`src/rtl/div_pkg.sv`:
```
// Shared types and constants for the iterative RV32M divide/remainder unit.
package div_pkg;

   localparam int DIV_XLEN = 32;

   // Operation encodings as presented on i_op.
   typedef enum logic [1:0] {
      OP_DIV  = 2'b00,
      OP_DIVU = 2'b01,
      OP_REM  = 2'b10,
      OP_REMU = 2'b11
   } div_op_e;

   // Control states of the divider.
   typedef enum logic [1:0] {
      ST_IDLE = 2'b00,
      ST_CALC = 2'b01,
      ST_FIX  = 2'b10,
      ST_DONE = 2'b11
   } div_state_e;

   localparam logic [DIV_XLEN-1:0] DIV_ALL_ONES = {DIV_XLEN{1'b1}};
   localparam logic [DIV_XLEN-1:0] INT_MIN      = {1'b1, {(DIV_XLEN-1){1'b0}}};

   // Two's-complement negation of a full-width value.
   function automatic logic [DIV_XLEN-1:0] twos_neg(input logic [DIV_XLEN-1:0] v);
      return (~v) + {{(DIV_XLEN-1){1'b0}}, 1'b1};
   endfunction

   // Magnitude of an operand; signed operands with the MSB set are negated.
   // INT_MIN maps onto itself, which is its correct unsigned magnitude.
   function automatic logic [DIV_XLEN-1:0] magnitude(input logic [DIV_XLEN-1:0] v,
                                                     input logic            is_signed);
      return (is_signed && v[DIV_XLEN-1]) ? twos_neg(v) : v;
   endfunction

endpackage

```
`src/rtl/iterative_divider_fast_adder.sv`:
```
// FastAdder: block-structured adder, BLOCKCOUNT blocks of BITPERBLOCK bits,
// carry passed block to block. Used by the divider as its trial subtractor.
module FastAdder #(
   parameter int BLOCKCOUNT  = 8,
   parameter int BITPERBLOCK = 4
) (
   input  logic [BLOCKCOUNT*BITPERBLOCK-1:0] i_a,
   input  logic [BLOCKCOUNT*BITPERBLOCK-1:0] i_b,
   input  logic                              i_c,
   output logic [BLOCKCOUNT*BITPERBLOCK-1:0] o_s,
   output logic                              o_c
);

   logic [BLOCKCOUNT:0] carry_s;

   assign carry_s[0] = i_c;

   for (genvar k = 0; k < BLOCKCOUNT; k++) begin : g_block
      logic [BITPERBLOCK:0] blk_sum_s;
      assign blk_sum_s = {1'b0, i_a[k*BITPERBLOCK +: BITPERBLOCK]}
                       + {1'b0, i_b[k*BITPERBLOCK +: BITPERBLOCK]}
                       + {{BITPERBLOCK{1'b0}}, carry_s[k]};
      assign o_s[k*BITPERBLOCK +: BITPERBLOCK] = blk_sum_s[BITPERBLOCK-1:0];
      assign carry_s[k+1] = blk_sum_s[BITPERBLOCK];
   end

   assign o_c = carry_s[BLOCKCOUNT];

endmodule

```
`src/rtl/iterative_divider.sv`:
```
// iterative_divider: radix-2 restoring RV32M DIV/DIVU/REM/REMU unit.
// One quotient bit per cycle through a FastAdder trial subtractor, then a
// one-cycle sign fix. Divide-by-zero and signed overflow finish immediately.
// Optional build macro DIVIDER_EARLY_TERM_EN: when |a| < |b| the request
// also finishes immediately (quotient 0, remainder = dividend).
module iterative_divider
   import div_pkg::*;
#(
   parameter int XLEN        = DIV_XLEN,
   parameter int BLOCKCOUNT  = 8,
   parameter int BITPERBLOCK = 4
) (
   input  logic            i_clk,
   input  logic            i_rst_n,
   input  logic            i_valid,
   output logic            o_ready,
   input  logic [1:0]      i_op,
   input  logic [XLEN-1:0] i_a,
   input  logic [XLEN-1:0] i_b,
   output logic            o_valid,
   input  logic            i_ready,
   output logic [XLEN-1:0] o_result,
   output logic            o_busy
);

   localparam int CNT_W = $clog2(XLEN);
   localparam logic [CNT_W-1:0] CNT_LAST = CNT_W'(XLEN - 1);
   localparam logic [CNT_W-1:0] CNT_ONE  = CNT_W'(1);

   div_state_e      state_r, state_next_s;
   logic            is_rem_r, neg_q_r, neg_r_r;
   logic [XLEN-1:0] dividend_r, divisor_r, rem_r, quo_r, result_r;
   logic [CNT_W-1:0] cnt_r;
   logic            valid_r, ready_r, busy_r;

   // Request decode at the accept edge
   logic            accept_s, in_signed_s, in_is_rem_s, early_s;
   logic [XLEN-1:0] a_mag_s, b_mag_s;
   logic            special_s;
   logic [XLEN-1:0] special_result_s;

   assign accept_s    = i_valid && (state_r == ST_IDLE);
   assign in_signed_s = ~i_op[0];
   assign in_is_rem_s = i_op[1];
   assign a_mag_s     = magnitude(i_a, in_signed_s);
   assign b_mag_s     = magnitude(i_b, in_signed_s);

`ifdef DIVIDER_EARLY_TERM_EN
   assign early_s = (a_mag_s < b_mag_s);
`else
   assign early_s = 1'b0;
`endif

   // Trial subtraction: remainder shifted in the next dividend bit, minus divisor
   logic [XLEN-1:0] rem_shift_s, diff_s;
   logic            carry_s, take_s;

   assign rem_shift_s = {rem_r[XLEN-2:0], dividend_r[XLEN-1]};

   FastAdder #(
      .BLOCKCOUNT (BLOCKCOUNT),
      .BITPERBLOCK(BITPERBLOCK)
   ) u_trial_sub (
      .i_a(rem_shift_s),
      .i_b(~divisor_r),
      .i_c(1'b1),
      .o_s(diff_s),
      .o_c(carry_s)
   );

   // A remainder MSB shifted out makes the shifted value exceed any divisor,
   // so the subtraction must succeed even though the 32-bit adder shows a borrow.
   assign take_s = carry_s | rem_r[XLEN-1];

   // Sign-corrected final result
   logic [XLEN-1:0] fix_result_s;
   assign fix_result_s = is_rem_r ? (neg_r_r ? twos_neg(rem_r) : rem_r)
                                  : (neg_q_r ? twos_neg(quo_r) : quo_r);

   // Classify requests that finish without iterating and choose their result
   always_comb begin
      special_s        = 1'b0;
      special_result_s = {XLEN{1'b0}};
      if (i_b == {XLEN{1'b0}}) begin
         special_s        = 1'b1;
         special_result_s = in_is_rem_s ? i_a : DIV_ALL_ONES;
      end else if (in_signed_s && (i_a == INT_MIN) && (i_b == DIV_ALL_ONES)) begin
         special_s        = 1'b1;
         special_result_s = in_is_rem_s ? {XLEN{1'b0}} : INT_MIN;
      end else if (early_s) begin
         special_s        = 1'b1;
         special_result_s = in_is_rem_s ? i_a : {XLEN{1'b0}};
      end else begin
         special_s        = 1'b0;
         special_result_s = {XLEN{1'b0}};
      end
   end

   // Next-state logic
   always_comb begin
      state_next_s = state_r;
      case (state_r)
         ST_IDLE: begin
            if (accept_s) begin
               state_next_s = special_s ? ST_DONE : ST_CALC;
            end else begin
               state_next_s = ST_IDLE;
            end
         end
         ST_CALC: begin
            if (cnt_r == CNT_LAST) begin
               state_next_s = ST_FIX;
            end else begin
               state_next_s = ST_CALC;
            end
         end
         ST_FIX:  state_next_s = ST_DONE;
         ST_DONE: begin
            if (i_ready) begin
               state_next_s = ST_IDLE;
            end else begin
               state_next_s = ST_DONE;
            end
         end
         default: state_next_s = ST_IDLE;
      endcase
   end

   // State register and registered handshake/status outputs
   always_ff @(posedge i_clk) begin
      if (!i_rst_n) begin
         state_r <= ST_IDLE;
         valid_r <= 1'b0;
         ready_r <= 1'b1;
         busy_r  <= 1'b0;
      end else begin
         state_r <= state_next_s;
         valid_r <= (state_next_s == ST_DONE);
         ready_r <= (state_next_s == ST_IDLE);
         busy_r  <= (state_next_s != ST_IDLE);
      end
   end

   // Operand capture, restoring iterations and sign fix
   always_ff @(posedge i_clk) begin
      if (!i_rst_n) begin
         is_rem_r   <= 1'b0;
         neg_q_r    <= 1'b0;
         neg_r_r    <= 1'b0;
         dividend_r <= {XLEN{1'b0}};
         divisor_r  <= {XLEN{1'b0}};
         rem_r      <= {XLEN{1'b0}};
         quo_r      <= {XLEN{1'b0}};
         cnt_r      <= {CNT_W{1'b0}};
         result_r   <= {XLEN{1'b0}};
      end else begin
         case (state_r)
            ST_IDLE: begin
               if (accept_s) begin
                  is_rem_r   <= in_is_rem_s;
                  neg_q_r    <= in_signed_s & (i_a[XLEN-1] ^ i_b[XLEN-1]);
                  neg_r_r    <= in_signed_s & i_a[XLEN-1];
                  dividend_r <= a_mag_s;
                  divisor_r  <= b_mag_s;
                  rem_r      <= {XLEN{1'b0}};
                  quo_r      <= {XLEN{1'b0}};
                  cnt_r      <= {CNT_W{1'b0}};
                  if (special_s) begin
                     result_r <= special_result_s;
                  end
               end
            end
            ST_CALC: begin
               rem_r      <= take_s ? diff_s : rem_shift_s;
               quo_r      <= {quo_r[XLEN-2:0], take_s};
               dividend_r <= {dividend_r[XLEN-2:0], 1'b0};
               cnt_r      <= cnt_r + CNT_ONE;
            end
            ST_FIX: begin
               result_r <= fix_result_s;
            end
            ST_DONE: begin
               result_r <= result_r;
            end
            default: begin
               result_r <= result_r;
            end
         endcase
      end
   end

   assign o_valid  = valid_r;
   assign o_ready  = ready_r;
   assign o_busy   = busy_r;
   assign o_result = result_r;

endmodule

```
`config.mk`:
```
export PLATFORM = sky130hd
export DESIGN_NAME = iterative_divider
export DESIGN_NICKNAME = d
export VERILOG_FILES = /design/src/rtl/div_pkg.sv /design/src/rtl/iterative_divider_fast_adder.sv /design/src/rtl/iterative_divider.sv
export SDC_FILE = /design/constraint.sdc
export NUM_CORES = 1
export LEC_CHECK = 0
export CORE_AREA = 4 4 174 176
export DETAILED_ROUTE_END_ITERATION = 12
export DIE_AREA = 0 0 178 180
export GPL_ROUTABILITY_DRIVEN = 0
export HOLD_SLACK_MARGIN = 0.06
export PLACE_DENSITY_LB_ADDON = 0.15
export SLEW_MARGIN = 20
export SYNTH_ARGS = -nofsm -noshare
export SYNTH_HDL_FRONTEND = slang
export SYNTH_SLANG_ARGS = --single-unit
```
`constraint.sdc`:
```
create_clock -name i_clk -period 27.3 [get_ports i_clk]
set_input_delay 8.19 -clock i_clk [delete_from_list [all_inputs] [get_ports i_clk]]
set_output_delay 8.19 -clock i_clk [all_outputs]
set_load 0.03 [all_outputs]
```
==> flow_metrics.py <==
metrics = {
    "run_status": {
        "status": "complete, no violations",
    },
    "setup_path": {
        "cp-end-kind": "flip-flop",
        "path_class": "in -> reg",
        "crit_path_start_kind": "input port",
        "cp_data_required_time_ns": 27.62,
        "worstPathMaxFanout": 14,
        "arrival_ns": 11.71,
    },
    "cells_and_area": {
        "n_antenna_cell": 0,
        "fin_cells": 1860,
        "layout.nets": 1581,
        "fillers": 2857,
        "syn2layout_area_growth_pct": 15.5,
        "mostFrequentLayoutCell": "dfxtp_1",
        "layout-drive-gt1-share": 0.0610,
        "final_cell_mix": "dfxtp_1 (172), a21oi_1 (139), nand2_1 (115), nor2_1 (105), clkdlybuf4s50_1 (104)",
    },
    "placed_design": {
        "io_buffers": 104,
        "place_hpwl_um": 26600,
        "dp_cells": 1829,
    },
    "worst_hold_path": {
        "min-delay-path-class": "reg -> reg",
    },
    "power_and_ir_drop": {
        "internal_power_mw": 0.604,
        "sw_frac_of_total": 0.418,
        "power.leakage_nw": 4.70,
        "peakVddDrop_v": 0.0000537,
        "pwr-share-comb": 0.474,
        "p_seq_frac": 0.305,
        "clkPwrFrac": 0.222,
        "powerDensity_nw_per_um2": 79.2,
        "switching_power_mw": 0.433,
    },
    "clock_network": {
        "cts_buffers": 17,
        "htree_levels": 4,
        "cts.repair.resized": 0,
        "clock_latency_ns": 0.44,
        "cts_setup_buffers": 0,
        "path_clk_slew_ns": 0.07,
        "cts_hold_buf": 0,
        "clockBufferDepth": 2,
        "cts_tree": "built",
        "cts_root_buffer": "clkbuf_16",
        "clock-sinks": 173,
    },
    "timing": {
        "fin_setup_tns_ns": 0,
        "hold_violations": 0,
        "setup_violations": 0,
        "fin_crit_sh": 0.417,
        "finalMaxSlewViolations": 0,
        "post-route-min-period_ns": 11.39,
        "max_slew_margin": 0.282,
        "max_clock_freq_ghz": 0.0878,
        "rsz0062_at_grt": "no",
        "worst-slew-pin-transition_ns": 1.07,
        "finalClockSkew_ns": 0.0138,
    },
    "route": {
        "num_vias": 11000,
        "drt_iter0_markers": 1076,
        "drc": 0,
        "via_per_inst": 5.89,
        "wl_um": 37300,
        "drtAntennaViolNets": 0,
        "first_pass_iters": 5,
        "routedWlPerCell_um": 20.0,
    },
    "global_routing": {
        "grt_pass1_wl_um": 58600,
        "grt_max_degree": 86,
        "grt_usage": 0.229,
        "first_global_vias": 10200,
        "gr-total-overflow": 0,
        "antenna_found_initial": 0,
    },
    "yosys": {
        "postSynthNetCount": 1556,
        "syn_avg_cell_area_sq_um": 7.88,
        "syn_inst": 1439,
        "synth-edff-count": 0,
        "ys.warnings.count": 0,
        "yosysUniqueCellTypes": 69,
        "ys_seq_area_frac": 0.305,
        "ys_seq_elements": 173,
        "ys.flop_type": "dfxtp_1",
        "syn_area_sq_um": 11300,
        "async_reset_ff_frac": 0,
    },
    "floorplan": {
        "die_x_um": 178,
        "top_level_ports": 105,
        "coreArea_sq_um": 28600,
        "die_y_um": 180,
        "rows": 62,
        "start_util": 0.396,
        "dieArea_sq_um": 32000,
    },
    "job": {
        "drv_cap": 0,
    },
}
-- metal layers --
| layer | vias to the layer above | track usage | share of wire |
|---|---|---|---|
| li1 | 5299 | - | - |
| met1 | 5226 | 0.338 | 0.47 |
| met2 | 383 | 0.340 | 0.44 |
| met3 | 50 | 0.0353 | 0.067 |
| met4 | 0 | 0.0721 | 0.023 |
| met5 | - | 0 | 0 |
-- cells by family (layout without fill, tap and decap cells) --
family,after synthesis,after routing,share of synthesized area
buffers and inverters,180,217,0.0614
flip-flops,173,173,0.305
AO/OA/AOI/OAI,460,460,0.263
XOR/XNOR,124,124,0.0958
AND/OR/NAND/NOR,430,430,0.188
adder cells (fa/ha/maj),47,47,0.0618
multiplexers,25,25,0.0240
-- worst max-delay path: stages --
cell	delay, ns
clkdlybuf4s50_1	0.48
inv_1	0.15
ha_1	0.19
or4b_1	0.56
nor4_4	0.43
nand2_1	0.28
o31ai_4	0.68
nand2_1	0.32
o311a_1	0.42
-- cells in the mapped netlist, types with 3 or more instances --
master | number | share of area
nor2b_1 | 6 | 0.0033
mux2i_1 | 7 | 0.0062
nor3_1 | 31 | 0.014
nor4_1 | 18 | 0.0099
a21o_1 | 26 | 0.017
and2_1 | 3 | 0.0017
o31ai_1 | 22 | 0.015
o311a_1 | 4 | 0.0035
o22ai_1 | 32 | 0.018
a41oi_1 | 8 | 0.0062
or3_1 | 19 | 0.010
or4_1 | 23 | 0.015
or2_2 | 5 | 0.0028
a21oi_1 | 139 | 0.061
a22oi_1 | 56 | 0.037
nand4_1 | 18 | 0.0099
o211ai_1 | 14 | 0.0093
nand3_1 | 48 | 0.021
xnor2_1 | 64 | 0.049
buf_1 | 10 | 0.0033
o21ai_1 | 14 | 0.0062
xor2_1 | 60 | 0.046
nand2b_1 | 13 | 0.0072
a211oi_1 | 24 | 0.016
fa_1 | 15 | 0.026
inv_1 | 67 | 0.022
nor4_2 | 3 | 0.0033
a311oi_1 | 3 | 0.0023
o21ai_0 | 53 | 0.023
o31ai_2 | 3 | 0.0033
a31oi_1 | 27 | 0.015
buf_2 | 5 | 0.0022
o41ai_1 | 18 | 0.014
dfxtp_1 | 173 | 0.31
mux2_2 | 17 | 0.017
clkbuf_1 | 94 | 0.031
ha_1 | 32 | 0.035
nor2_1 | 108 | 0.036
o41ai_2 | 4 | 0.0057
nand2_1 | 115 | 0.038
nand3b_1 | 4 | 0.0026
-- path summary, 6_finish.rpt --
path | startpoint | end | slack [ns] | cells past startpoint
worst max-delay path | i_a[1] | o_result[17] | 15.91 | 9
worst min-delay path | dividend_r[1] | dividend_r[2] | 0.45 | 2
worst max register to register | dividend_r[31] | rem_r[21] | 16.17 | 41
worst min register to register | dividend_r[1] | dividend_r[2] | 0.45 | 2
-- flip-flops by register name, indices dropped and copies added (netlist names), 2 cells and up --
name,cells
dividend_r,32
rem_r,32
cnt_r,5
o_result,32
divisor_r,32
quo_r,32
state_r,2
-- area by class of cell --
class | count | area, sq um | share of cell area
Clock buffer | 18 | 429 | 0.0328
Clock inverter | 13 | 109 | 0.00831
Sequential cell | 173 | 3460 | 0.265
Tap cell | 384 | 480 | 0.0367
Timing Repair Buffer | 117 | 1140 | 0.0869
Inverter | 69 | 262 | 0.0200
Multi-Input combinational cell | 1086 | 7210 | 0.551
-- power by group through the flow --
stage               sequential [mW]  clock (mW)  combinational [mW]
floorplan                     0.306           0               0.387
global placement              0.321           0               0.479
detailed placement            0.321           0               0.487
CTS                           0.316       0.236               0.489
global route                  0.321       0.246               0.554
finish                        0.316       0.230               0.491
-- through the flow --
| step | util | instance area, sq um | total power, mW | hold slack [ns] | setup slack, ns |
|---|---|---|---|---|---|
| 3_5_place_dp | 0.439 | 12600 | 0.808 | 0.448 | 15.58 |
| 5_1_grt | 0.458 | 13100 | 1.12 | 0.507 | 15.58 |
| 4_1_cts | 0.457 | 13100 | 1.04 | 0.459 | 16.03 |
| 2_1_floorplan | - | 11300 | 0.693 | 0.432 | 16.86 |
| 6_report | 0.458 | 13100 | 1.04 | 0.454 | 15.91 |
| 3_3_place_gp | 0.439 | 12600 | 0.800 | 0.445 | 15.64 |
Note: power is estimated with default switching activity, not from simulation.
